## src/rtl/mips_cache_data_assoc_if.sv

```systemverilog
// rtl/mips_cache_data_assoc_if.sv - CPU data port and memory bus bundle for mips_cache_data_assoc
interface mips_cache_data_assoc_if #(
  parameter int ADDR_W = 32
);
  // CPU side
  logic [ADDR_W-1:0] addr;
  logic              read_en;
  logic              write_en;
  logic [31:0]       writedata;
  logic [3:0]        byte_en;
  logic [31:0]       readdata;
  logic              stall;
  // Memory side
  logic [ADDR_W-1:0] mem_addr;
  logic              mem_read_en;
  logic [31:0]       mem_readdata;
  logic              mem_dvalid;
  logic              mem_write_en;
  logic [31:0]       mem_writedata;
  logic [3:0]        mem_byte_en;
  logic              mem_waitrequest;

  // The cache: serves the CPU, drives the memory bus
  modport slave (
    input  addr, read_en, write_en, writedata, byte_en,
    input  mem_readdata, mem_dvalid, mem_waitrequest,
    output readdata, stall,
    output mem_addr, mem_read_en, mem_write_en, mem_writedata, mem_byte_en
  );

  // The environment: CPU and data memory
  modport master (
    output addr, read_en, write_en, writedata, byte_en,
    output mem_readdata, mem_dvalid, mem_waitrequest,
    input  readdata, stall,
    input  mem_addr, mem_read_en, mem_write_en, mem_writedata, mem_byte_en
  );
endinterface

```

## src/rtl/mips_cache_data_assoc.sv

```systemverilog
// rtl/mips_cache_data_assoc.sv - N-way set-associative write-through data cache with true LRU (optional CACHE_STATS_EN counters)
module mips_cache_data_assoc #(
  parameter int WAYS     = 4,
  parameter int SET_BITS = 3,
  parameter int ADDR_W   = 32
) (
  input  logic                   clk,
  input  logic                   rst,
  mips_cache_data_assoc_if.slave bus
`ifdef CACHE_STATS_EN
  ,
  output logic [31:0]            stat_hits,
  output logic [31:0]            stat_misses,
  output logic [31:0]            stat_evictions
`endif
);
  localparam int SETS  = 1 << SET_BITS;
  localparam int WAY_W = (WAYS > 1) ? $clog2(WAYS) : 1;
  localparam int TAG_W = ADDR_W - 2 - SET_BITS;

  typedef enum logic {S_IDLE, S_FILL} state_t;

  state_t           state_q;
  logic             mem_read_en_q;
  logic             valid_q [SETS][WAYS];
  logic [TAG_W-1:0] tag_q   [SETS][WAYS];
  logic [31:0]      data_q  [SETS][WAYS];
  logic [WAY_W-1:0] age_q   [SETS][WAYS];

  logic [SET_BITS-1:0] req_idx;
  logic [TAG_W-1:0]    req_tag;
  logic                hit;
  logic [WAY_W-1:0]    hit_way;
  logic [WAY_W-1:0]    victim;
  logic [WAY_W-1:0]    acc_way;
  logic                full_word;
  logic                stall_c;
  logic                mem_we_c;
  logic                go_fill;
  logic                wr_upd;
  logic                fill_upd;
  logic                line_wr;
  logic                age_upd;
  logic [31:0]         merged;
  logic [31:0]         wdata_d;

  assign req_idx   = bus.addr[SET_BITS+1:2];
  assign req_tag   = bus.addr[ADDR_W-1:SET_BITS+2];
  assign full_word = &bus.byte_en;

  // Tag compare across all ways of the indexed set
  always_comb begin
    hit     = 1'b0;
    hit_way = '0;
    for (int w = 0; w < WAYS; w++) begin
      if (!hit && valid_q[req_idx][w] && (tag_q[req_idx][w] == req_tag)) begin
        hit     = 1'b1;
        hit_way = WAY_W'(w);
      end
    end
  end

  // Victim: first empty way, else the least recently used one
  always_comb begin
    logic have_inv;
    have_inv = 1'b0;
    victim   = '0;
    for (int w = 0; w < WAYS; w++) begin
      if (!have_inv && !valid_q[req_idx][w]) begin
        have_inv = 1'b1;
        victim   = WAY_W'(w);
      end
    end
    if (!have_inv) begin
      for (int w = 0; w < WAYS; w++) begin
        if (age_q[req_idx][w] == WAY_W'(WAYS - 1)) victim = WAY_W'(w);
      end
    end
  end

  // Request decode: stall, write-through, fill start and line update strobes
  always_comb begin
    stall_c  = 1'b0;
    mem_we_c = 1'b0;
    go_fill  = 1'b0;
    wr_upd   = 1'b0;
    fill_upd = 1'b0;
    if (state_q == S_FILL) begin
      stall_c  = 1'b1;
      fill_upd = bus.mem_dvalid;
    end else if (bus.read_en) begin
      if (!hit) begin
        stall_c = 1'b1;
        go_fill = 1'b1;
      end
    end else if (bus.write_en) begin
      // Hits and full-word misses go straight through; partial misses fetch first
      if (hit || full_word) begin
        mem_we_c = 1'b1;
        stall_c  = bus.mem_waitrequest;
        wr_upd   = !bus.mem_waitrequest;
      end else begin
        stall_c = 1'b1;
        go_fill = 1'b1;
      end
    end
  end

  assign acc_way = (hit && (state_q == S_IDLE)) ? hit_way : victim;
  assign line_wr = wr_upd | fill_upd;
  assign age_upd = line_wr | ((state_q == S_IDLE) && bus.read_en && hit);

  // Byte merge of CPU write data over the current line contents
  always_comb begin
    merged = data_q[req_idx][hit_way];
    for (int b = 0; b < 4; b++) begin
      if (bus.byte_en[b]) merged[8*b +: 8] = bus.writedata[8*b +: 8];
    end
  end

  assign wdata_d = fill_upd ? bus.mem_readdata : merged;

  // FSM, registered fill request and valid bits
  always_ff @(posedge clk) begin
    if (!rst) begin
      state_q       <= S_IDLE;
      mem_read_en_q <= 1'b0;
      for (int s = 0; s < SETS; s++) begin
        for (int w = 0; w < WAYS; w++) valid_q[s][w] <= 1'b0;
      end
    end else begin
      case (state_q)
        S_IDLE: begin
          if (go_fill) begin
            state_q       <= S_FILL;
            mem_read_en_q <= 1'b1;
          end
        end
        S_FILL: begin
          if (bus.mem_dvalid) begin
            state_q       <= S_IDLE;
            mem_read_en_q <= 1'b0;
          end
        end
        default: begin
          state_q       <= S_IDLE;
          mem_read_en_q <= 1'b0;
        end
      endcase
      if (line_wr) valid_q[req_idx][acc_way] <= 1'b1;
    end
  end

  // Tag and data arrays; contents only matter once the valid bit is set
  always_ff @(posedge clk) begin
    if (rst && line_wr) begin
      tag_q[req_idx][acc_way]  <= req_tag;
      data_q[req_idx][acc_way] <= wdata_d;
    end
  end

  if (WAYS > 1) begin : g_lru
    // True LRU: accessed way becomes youngest, younger ways age by one
    always_ff @(posedge clk) begin
      if (!rst) begin
        for (int s = 0; s < SETS; s++) begin
          for (int w = 0; w < WAYS; w++) age_q[s][w] <= WAY_W'(w);
        end
      end else if (age_upd) begin
        for (int w = 0; w < WAYS; w++) begin
          if (WAY_W'(w) == acc_way) begin
            age_q[req_idx][w] <= '0;
          end else if (age_q[req_idx][w] < age_q[req_idx][acc_way]) begin
            age_q[req_idx][w] <= age_q[req_idx][w] + 1'b1;
          end
        end
      end
    end
  end else begin : g_dm
    // Direct-mapped: a single way, nothing to age
    always_comb begin
      for (int s = 0; s < SETS; s++) age_q[s][0] = '0;
    end
  end

  assign bus.readdata      = (bus.read_en && hit) ? data_q[req_idx][hit_way] : 32'h0;
  assign bus.stall         = stall_c;
  assign bus.mem_addr      = bus.addr & ~ADDR_W'(3);
  assign bus.mem_read_en   = mem_read_en_q;
  assign bus.mem_write_en  = mem_we_c;
  assign bus.mem_writedata = bus.writedata;
  assign bus.mem_byte_en   = bus.byte_en;

`ifdef CACHE_STATS_EN
  logic        miss_pend_q;
  logic [31:0] hits_q;
  logic [31:0] misses_q;
  logic [31:0] evict_q;
  logic        req_done;
  logic        alloc;

  assign req_done = (state_q == S_IDLE) && (bus.read_en || bus.write_en) && !stall_c;
  assign alloc    = fill_upd | (wr_upd & ~hit);

  // Saturating event counters; miss_pend_q stops a post-fill hit counting as a hit
  always_ff @(posedge clk) begin
    if (!rst) begin
      miss_pend_q <= 1'b0;
      hits_q      <= '0;
      misses_q    <= '0;
      evict_q     <= '0;
    end else begin
      if (go_fill) miss_pend_q <= 1'b1;
      else if (req_done) miss_pend_q <= 1'b0;
      if (req_done && hit && !miss_pend_q && (hits_q != 32'hFFFFFFFF)) hits_q <= hits_q + 1'b1;
      if ((go_fill || (wr_upd && !hit)) && (misses_q != 32'hFFFFFFFF)) misses_q <= misses_q + 1'b1;
      if (alloc && valid_q[req_idx][victim] && (evict_q != 32'hFFFFFFFF)) evict_q <= evict_q + 1'b1;
    end
  end

  assign stat_hits      = hits_q;
  assign stat_misses    = misses_q;
  assign stat_evictions = evict_q;
`endif

  // The CPU must hold its address while stalled
  a_addr_hold: assert property (@(posedge clk) disable iff (!rst)
    (bus.stall && (bus.read_en || bus.write_en)) |=> $stable(bus.addr));

endmodule

```

## src/flat_wrapper.sv

```systemverilog
// flat-port wrapper written by rule: the top's interface ports become plain ports
module mips_cache_data_assoc_flat 
#(
  parameter int WAYS     = 4,
  parameter int SET_BITS = 3,
  parameter int ADDR_W   = 32
)
  (clk, rst, bus_addr, bus_read_en, bus_write_en, bus_writedata, bus_byte_en, bus_mem_readdata, bus_mem_dvalid, bus_mem_waitrequest, bus_readdata, bus_stall, bus_mem_addr, bus_mem_read_en, bus_mem_write_en, bus_mem_writedata, bus_mem_byte_en);
  mips_cache_data_assoc_if #(.ADDR_W(ADDR_W)) bus_i ();
  input  logic clk;
  input  logic rst;
  input wire logic [$bits(bus_i.addr)-1:0] bus_addr;
  input wire logic [$bits(bus_i.read_en)-1:0] bus_read_en;
  input wire logic [$bits(bus_i.write_en)-1:0] bus_write_en;
  input wire logic [$bits(bus_i.writedata)-1:0] bus_writedata;
  input wire logic [$bits(bus_i.byte_en)-1:0] bus_byte_en;
  input wire logic [$bits(bus_i.mem_readdata)-1:0] bus_mem_readdata;
  input wire logic [$bits(bus_i.mem_dvalid)-1:0] bus_mem_dvalid;
  input wire logic [$bits(bus_i.mem_waitrequest)-1:0] bus_mem_waitrequest;
  output wire logic [$bits(bus_i.readdata)-1:0] bus_readdata;
  output wire logic [$bits(bus_i.stall)-1:0] bus_stall;
  output wire logic [$bits(bus_i.mem_addr)-1:0] bus_mem_addr;
  output wire logic [$bits(bus_i.mem_read_en)-1:0] bus_mem_read_en;
  output wire logic [$bits(bus_i.mem_write_en)-1:0] bus_mem_write_en;
  output wire logic [$bits(bus_i.mem_writedata)-1:0] bus_mem_writedata;
  output wire logic [$bits(bus_i.mem_byte_en)-1:0] bus_mem_byte_en;
  assign bus_i.addr = bus_addr;
  assign bus_i.read_en = bus_read_en;
  assign bus_i.write_en = bus_write_en;
  assign bus_i.writedata = bus_writedata;
  assign bus_i.byte_en = bus_byte_en;
  assign bus_i.mem_readdata = bus_mem_readdata;
  assign bus_i.mem_dvalid = bus_mem_dvalid;
  assign bus_i.mem_waitrequest = bus_mem_waitrequest;
  assign bus_readdata = bus_i.readdata;
  assign bus_stall = bus_i.stall;
  assign bus_mem_addr = bus_i.mem_addr;
  assign bus_mem_read_en = bus_i.mem_read_en;
  assign bus_mem_write_en = bus_i.mem_write_en;
  assign bus_mem_writedata = bus_i.mem_writedata;
  assign bus_mem_byte_en = bus_i.mem_byte_en;
  mips_cache_data_assoc #(.WAYS(WAYS), .SET_BITS(SET_BITS), .ADDR_W(ADDR_W)) u_core (.clk(clk), .rst(rst), .bus(bus_i));
endmodule
```

## config.mk

```make
export PLATFORM = sky130hd
export DESIGN_NAME = mips_cache_data_assoc_flat
export DESIGN_NICKNAME = d
export VERILOG_FILES = /design/src/rtl/mips_cache_data_assoc_if.sv /design/src/rtl/mips_cache_data_assoc.sv /design/src/flat_wrapper.sv
export SDC_FILE = /design/constraint.sdc
export NUM_CORES = 2
export LEC_CHECK = 0
export CAP_MARGIN = 20
export CORE_MARGIN = 2
export CORE_UTILIZATION = 50
export DETAILED_ROUTE_END_ITERATION = 8
export PLACE_DENSITY = 0.67
export SETUP_SLACK_MARGIN = 0.2
export SLEW_MARGIN = 30
export SYNTH_ARGS = -nofsm -noshare
export SYNTH_HDL_FRONTEND = slang
export SYNTH_SLANG_ARGS = --single-unit
```

## constraint.sdc

```tcl
create_clock -name clk -period 10.6 [get_ports clk]
set_clock_uncertainty 0.15 [all_clocks]
set_input_delay 1.06 -clock clk [delete_from_list [all_inputs] [get_ports clk]]
set_output_delay 1.06 -clock clk [all_outputs]
set_load 0.02 [all_outputs]
```

# [Word-level counts from Yosys, hierarchy flattened]
# Memory sizes are Yosys's and may differ from the RTL's.
# Cells that the tools add are included.
[word_totals] ff_bits=2 latch_bits=0 mem_bits_rw=1984 romBits=0 in_bits=106 out_inout_bits=103 mem_count=4
[memory_table] memory="u_core.data_q" depth=8 width=128 read_ports=1 rd_clocked_by_memory_dff=0 wr=1 line_no="mips_cache_data_assoc.sv:27" source="logic [31:0] data_q [SETS][WAYS];"
[memory_table] memory="u_core.tag_q" depth=8 width=108 read_ports=1 rd_clocked_by_memory_dff=0 wr=1 line_no="mips_cache_data_assoc.sv:26" source="logic [TAG_W-1:0] tag_q [SETS][WAYS];"
[memory_table] memory="u_core.age_q" depth=8 width=8 read_ports=1 rd_clocked_by_memory_dff=0 wr=8 line_no="mips_cache_data_assoc.sv:28" source="logic [WAY_W-1:0] age_q [SETS][WAYS];"
[memory_table] memory="u_core.valid_q" depth=8 width=4 read_ports=1 rd_clocked_by_memory_dff=0 wr=8 line_no="mips_cache_data_assoc.sv:25" source="logic valid_q [SETS][WAYS];"
[op_classes] addsub=4 multipliers=0 div=0 order_cmp=7 n_eq_ne=13 shift=0 n_mux=115 bitwise_logic=9 reduce_logical=31
[op_table] operator="$mux 32" n=5
[op_table] operator="$mux 128" n=1
[op_table] operator="$eq 27x27->1" n=4
[op_table] operator="$mux 108" n=1
[op_table] operator="$mux 1" n=73
[op_table] operator="$bmux 32 s2" n=1
[op_table] operator="$demux 32 s2" n=1
[op_table] operator="$demux 27 s2" n=1
[op_table] operator="$mux 8" n=5
[op_table] operator="$mux 2" n=16
[op_table] operator="$mux 27" n=1
[op_table] operator="$logic_and 1x1->1" n=16
[op_table] operator="$mux 4" n=4
[op_table] operator="$logic_not 1->1" n=9
[op_table] operator="$add 2x1->2 const B" n=4
[op_table] operator="$eq 2x2->1 const B" n=4
[op_table] operator="$lt 2x2->1" n=4
[op_table] operator="$reduce_or 8->1" n=1
[op_table] operator="$ge 3x3->1 const B" n=2
[op_table] operator="$mux 3" n=2
[op_table] operator="$not 2->3" n=2
[op_table] operator="$or 1x1->1" n=6
[op_table] operator="$bmux 2 s2" n=1
[op_table] operator="$eq 2x2->1 const A" n=2
[op_table] operator="other kinds (12)" n=13

# [Logic depth before layout (Yosys ltp)]
# An unclocked memory read counts as a cell.
[depth] ltp_word=31 ltp_mapped=27 depth_no_buf=18

# [Least setup slack after synthesis]
# Ideal clock, no wire load.
[synth_path] path_type="input to register" from="input port bus_addr[4]" to="memory u_core.data_q[0][64] in the netlist's numbering (enable)" arrival_time_ns=7.780 slack_ns=2.192 path_stages=21 n_path_buf=8 cell_sequence="buf_6 > buf_6 > buf_6 > buf_2 > buf_4 > buf_2 > buf_2 > mux2i_1 > nor2_1 > a21oi_1 > a21oi_1 > a221oi_1 > inv_1 > ha_1 > or3b_2 > o41ai_1 > a21boi_1 > or2_1 > buf_2 > nand3_1 > nor2_1"
[synth_between] elab_chain_cells=25
[synth_rtl] item="from (decl)" line_no="flat_wrapper.sv:12" source="input wire logic [$bits(bus_i.addr)-1:0] bus_addr;"
[synth_rtl] item="parallel branches: the longest is 25 deep, another holds $mem_v2 8x108"
[synth_rtl] item="to (decl)" line_no="mips_cache_data_assoc.sv:27"
# Parallel ways; which one is timed is not known.

# [Final worst setup path]
[layout_path] from="input port bus_addr[4]" to="output port bus_readdata[25]"
[layout_between] elab_chain_cells=21
[layout_rtl] item="$mem_v2 8x108"
[layout_rtl] item="$eq 27x27->1" line_no="mips_cache_data_assoc.sv:56" source="if (!hit && valid_q[req_idx][w] && (tag_q[req_idx][w] == req_tag)) begin"
[layout_rtl] item="$logic_and 1x1->1" line_no="mips_cache_data_assoc.sv:56"
[layout_rtl] item="$mux 1" line_no="mips_cache_data_assoc.sv:56"
[layout_rtl] item="$logic_not 1->1" line_no="mips_cache_data_assoc.sv:56"
[layout_rtl] item="$logic_and 1x1->1 (2 in a row)" line_no="mips_cache_data_assoc.sv:56"
[layout_rtl] item="$mux 1" line_no="mips_cache_data_assoc.sv:56"
[layout_rtl] item="$logic_not 1->1" line_no="mips_cache_data_assoc.sv:56"
[layout_rtl] item="$logic_and 1x1->1 (2 in a row)" line_no="mips_cache_data_assoc.sv:56"
[layout_rtl] item="$mux 1" line_no="mips_cache_data_assoc.sv:56"
[layout_rtl] item="$logic_not 1->1" line_no="mips_cache_data_assoc.sv:56"
[layout_rtl] item="$logic_and 1x1->1 (2 in a row)" line_no="mips_cache_data_assoc.sv:56"
[layout_rtl] item="$mux 2" line_no="mips_cache_data_assoc.sv:56"
[layout_rtl] item="$not 2->3 (implied by the code)" line_no="mips_cache_data_assoc.sv:186" source="assign bus.readdata = (bus.read_en && hit) ? data_q[req_idx][hit_way] : 32'h0;"
[layout_rtl] item="$bmux 32 s2" line_no="mips_cache_data_assoc.sv:186"
[layout_rtl] item="$mux 32 (implied by the code) (2 in a row)" line_no="mips_cache_data_assoc.sv:186"
[layout_rtl] item="$mux 32 *" line_no="mips_cache_data_assoc.sv:186"
[layout_rtl] item="to (decl)" line_no="flat_wrapper.sv:20" source="output wire logic [$bits(bus_i.readdata)-1:0] bus_readdata;"
# Every way passes the cells marked *; elsewhere a longest branch is shown, timed or not. The select of a mux whose other input is x is not followed.

==> run metrics <==
Slew Viols, Final=0; crit path cell chain=buf_8, buf_12, buf_4, nor3_2, buf_4, a221oi_1, xnor2_1, nor4_1, nand4_1, nor4_1, o21a_2, buf_4, mux2i_1, nor2b_1, clkdlybuf4s50_1; actual slew at the worst max-slew pin=1060 ps; RR Startpoint=u_core.tag_q[5][74]; Reg2Reg Depth=11; launch point of the worst path=bus_addr[4]; hpwl dp=122000 microns; sw frac=22.7%; maxcap violations=0; f_max=113 MHz; 1st-iter DRT viols=6788; total track usage=27.7%; Period minus WS final=8830 ps; library cells used by synthesis=96; max_slew headroom=29.5%; clk buf depth=3; Fillers=12.0k; CTS sink cnt=1986; crit path max fanout=92; DRC violations left=0; row cnt=146; Clk Tree Root Cell=clkbuf_16; Reg clk slew, reported paths=60 ps; drt pass-1 iters=6; Via density=6.49; layout cells sized above 1=15.2%; Gate power share=6.7%; Setup Viol. Count Final=0; Place WS=1970 ps; sequential cell area=59300 sq um; VDD IR max=0.178 mV; antenna viol nets, final=0; total CTS buffers=194; Die Height=402 microns; Post-Synthesis Cell Area=79100 sq um; Placer Congestion=0.889; hold bufs inserted after CTS=0; clock power share=39.4%; Initial Util=50.1%; largest net degree at the start of global routing=132; first-pass GRT wire length=322000 microns; Lkg Pwr=29.2 nW; Die Footprint=161000 sq um; Worst Setup EP=bus_readdata[25]; Data required, critical path=9390 ps; drt wl/cell=32.1 microns; cells after synthesis=4617; worst skew pair latency=840 ps; PwrDens=180 nW/um^2; Max stage delay on crit path=790 ps; Vias=46.0k; IO Pins=209; Hold Vio Cnt, Final=0; total gr overflow=0; Net Sw Power=3.68 mW; status=finished, final reports clean; CP Class=in -> out; Arr. time, crit path=7620 ps; part of the Yosys area used for sequential elements=74.9%; Ys Warns=0; Die W=402 microns; Seq cells post-synth=1986; r2r endpoint=u_core.data_q[1][42]; Seq pwr share=53.9%; RSZ-0062 raised after global routing=no; vias in the first global route=44.9k; area occupied by multi-input gates=18600 sq um; nature of the critical path endpoint=output port; post-cts repair resize count=0; setup tns final=0 ps; H-tree levels=4; Worst path most repeated cell=buf_4; Post-CTS Setup Bufs=0; main flop type after synthesis=edfxtp_1; Worst R2R Setup Slack=4290 ps; Hold Crit Class=reg -> reg; CTS tree=built; Avg Cell Area, Syn=17.1 sq um; share of synthesized registers carrying an async set or reset=0%; Critical Path Start Type=input port; Critical-path top delay cell=o21a_2; initial antenna violation count=6; setup ws final=1770 ps; Area Growth Syn to Fin=13.9%; total core area=158000 sq um; Int Pwr=12.5 mW; Post-synth EDFFs=1952; final-stage net count=4955; PortBufs=204; period utilization=83.3%; WL final=227000 microns
==> stage by stage <==
step           instances  utilization (%)  total power, mW  area [sq um]  hold WS [ps]
4_1_cts             7073             57.1             16.2         90100           295
3_3_place_gp        6718             53.2             9.95         84000           274
3_5_place_dp        6720             53.4             9.98         84300           281
6_report            7076             57.1             16.2         90100           292
2_1_floorplan       4618                -             9.52         79100           268
5_1_grt             7074             57.1             16.6         90100           314
==> worst min path at each step <==
stage / cells past startpoint / endpoint / start / slack, ps
after global routing: 1 / u_core.valid_q[6][0] / u_core.valid_q[6][0] / 310
final: 1 / u_core.valid_q[4][1] / u_core.valid_q[4][1] / 290
after detailed placement: 1 / u_core.valid_q[4][1] / u_core.valid_q[4][1] / 280
after CTS: 1 / u_core.valid_q[4][1] / u_core.valid_q[4][1] / 290
after floorplan: 1 / u_core.valid_q[4][1] / u_core.valid_q[4][1] / 270
after global placement: 1 / u_core.valid_q[0][0] / u_core.valid_q[0][0] / 270
==> final cells by class <==
class                           instances  area share, %
Antenna cell                            2        0.00555
Clock buffer                          244           5.62
Clock inverter                        109          0.844
Inverter                               18         0.0777
Multi-Input combinational cell       2265           20.6
Sequential cell                      1986           65.8
Tap cell                             2072           2.88
Timing Repair Buffer                  380           4.14
==> power by group through the flow <==
stage	registers (mW)	logic (mW)	clock network [mW]
finish	8.73	1.09	6.39
global route	8.73	1.16	6.74
CTS	8.73	1.08	6.43
detailed placement	8.90	1.08	0
global placement	8.90	1.05	0
floorplan	8.90	0.611	0
==> flip-flops by register name, summed over array words and instances (netlist names) <==
register / flops
u_core.age_q: 64
u_core.bus.mem_read_en: 1
u_core.data_q: 1024
u_core.state_q: 1
u_core.tag_q: 864
u_core.valid_q: 32
==> per-layer routing <==
metal	part of all wire (%)	wire length, microns	global-route usage (%)	vias up
met3	9.4	21300	4.64	414
li1	-	-	-	19206
met4	3.3	7490	9.24	2
met5	0.0057	13	0	-
met2	48	109000	45.2	2582
met1	39	89100	38.1	23753
==> cell families (layout without fill, tap and decap cells) <==
group	after synthesis	in the layout	synth area share, %
other cells	1	4	0.00474
mux	552	552	8.19
buf+inv	367	751	2.42
fa+ha+maj	4	4	0.0632
flops	1986	1986	74.9
simple gates	655	655	4.23
xor+xnor	77	77	0.852
compound gates	975	975	9.32
==> synth_stat cells, drive strengths merged (42+ instances only) <==
cell type | number | area [sq um]
a21oi | 105 | 529
a221o | 48 | 480
a221oi | 118 | 1030
a22o | 70 | 613
a22oi | 340 | 2550
buf | 208 | 1320
clkbuf | 141 | 529
edfxtp | 1952 | 58600
mux2 | 156 | 1760
mux2i | 336 | 3370
mux4 | 60 | 1350
nand2 | 147 | 552
nand3 | 67 | 335
nand4 | 51 | 319
nor2 | 158 | 596
nor2b | 46 | 288
o21ai | 80 | 419
o22ai | 42 | 275
xnor2 | 50 | 438
==> cells in the final DEF, fill, tap and decap left out, types with 14 or more instances in the layout <==
master	n
clkdlybuf4s50_1	199
a222oi_1	28
nor3_1	29
a221o_1	48
buf_12	25
clkbuf_1	49
xor2_1	27
nor4_1	31
nor2_4	34
dfxtp_1	34
a21oi_4	24
nand3_1	67
and3_1	15
clkinv_2	31
clkbuf_16	195
nor2_1	123
mux2_2	145
nor2b_1	41
nand4_1	51
or3_1	18
mux4_2	60
o21ai_0	62
xnor2_1	50
o22ai_1	40
a22o_1	70
a221oi_1	118
a22oi_1	340
nand2b_1	16
nand2_1	145
edfxtp_1	1952
buf_4	146
inv_1	14
a21o_1	35
a21oi_1	74
mux2i_1	335
clkinv_1	56
==> worst max-delay path: cells and delay by family <==
family	cells	cell delay [ps]
mux	1	540
simple gates	5	1280
buf+inv	6	3020
xor+xnor	1	230
compound gates	2	1220
No activity file was read; power rests on OpenSTA's default activity.
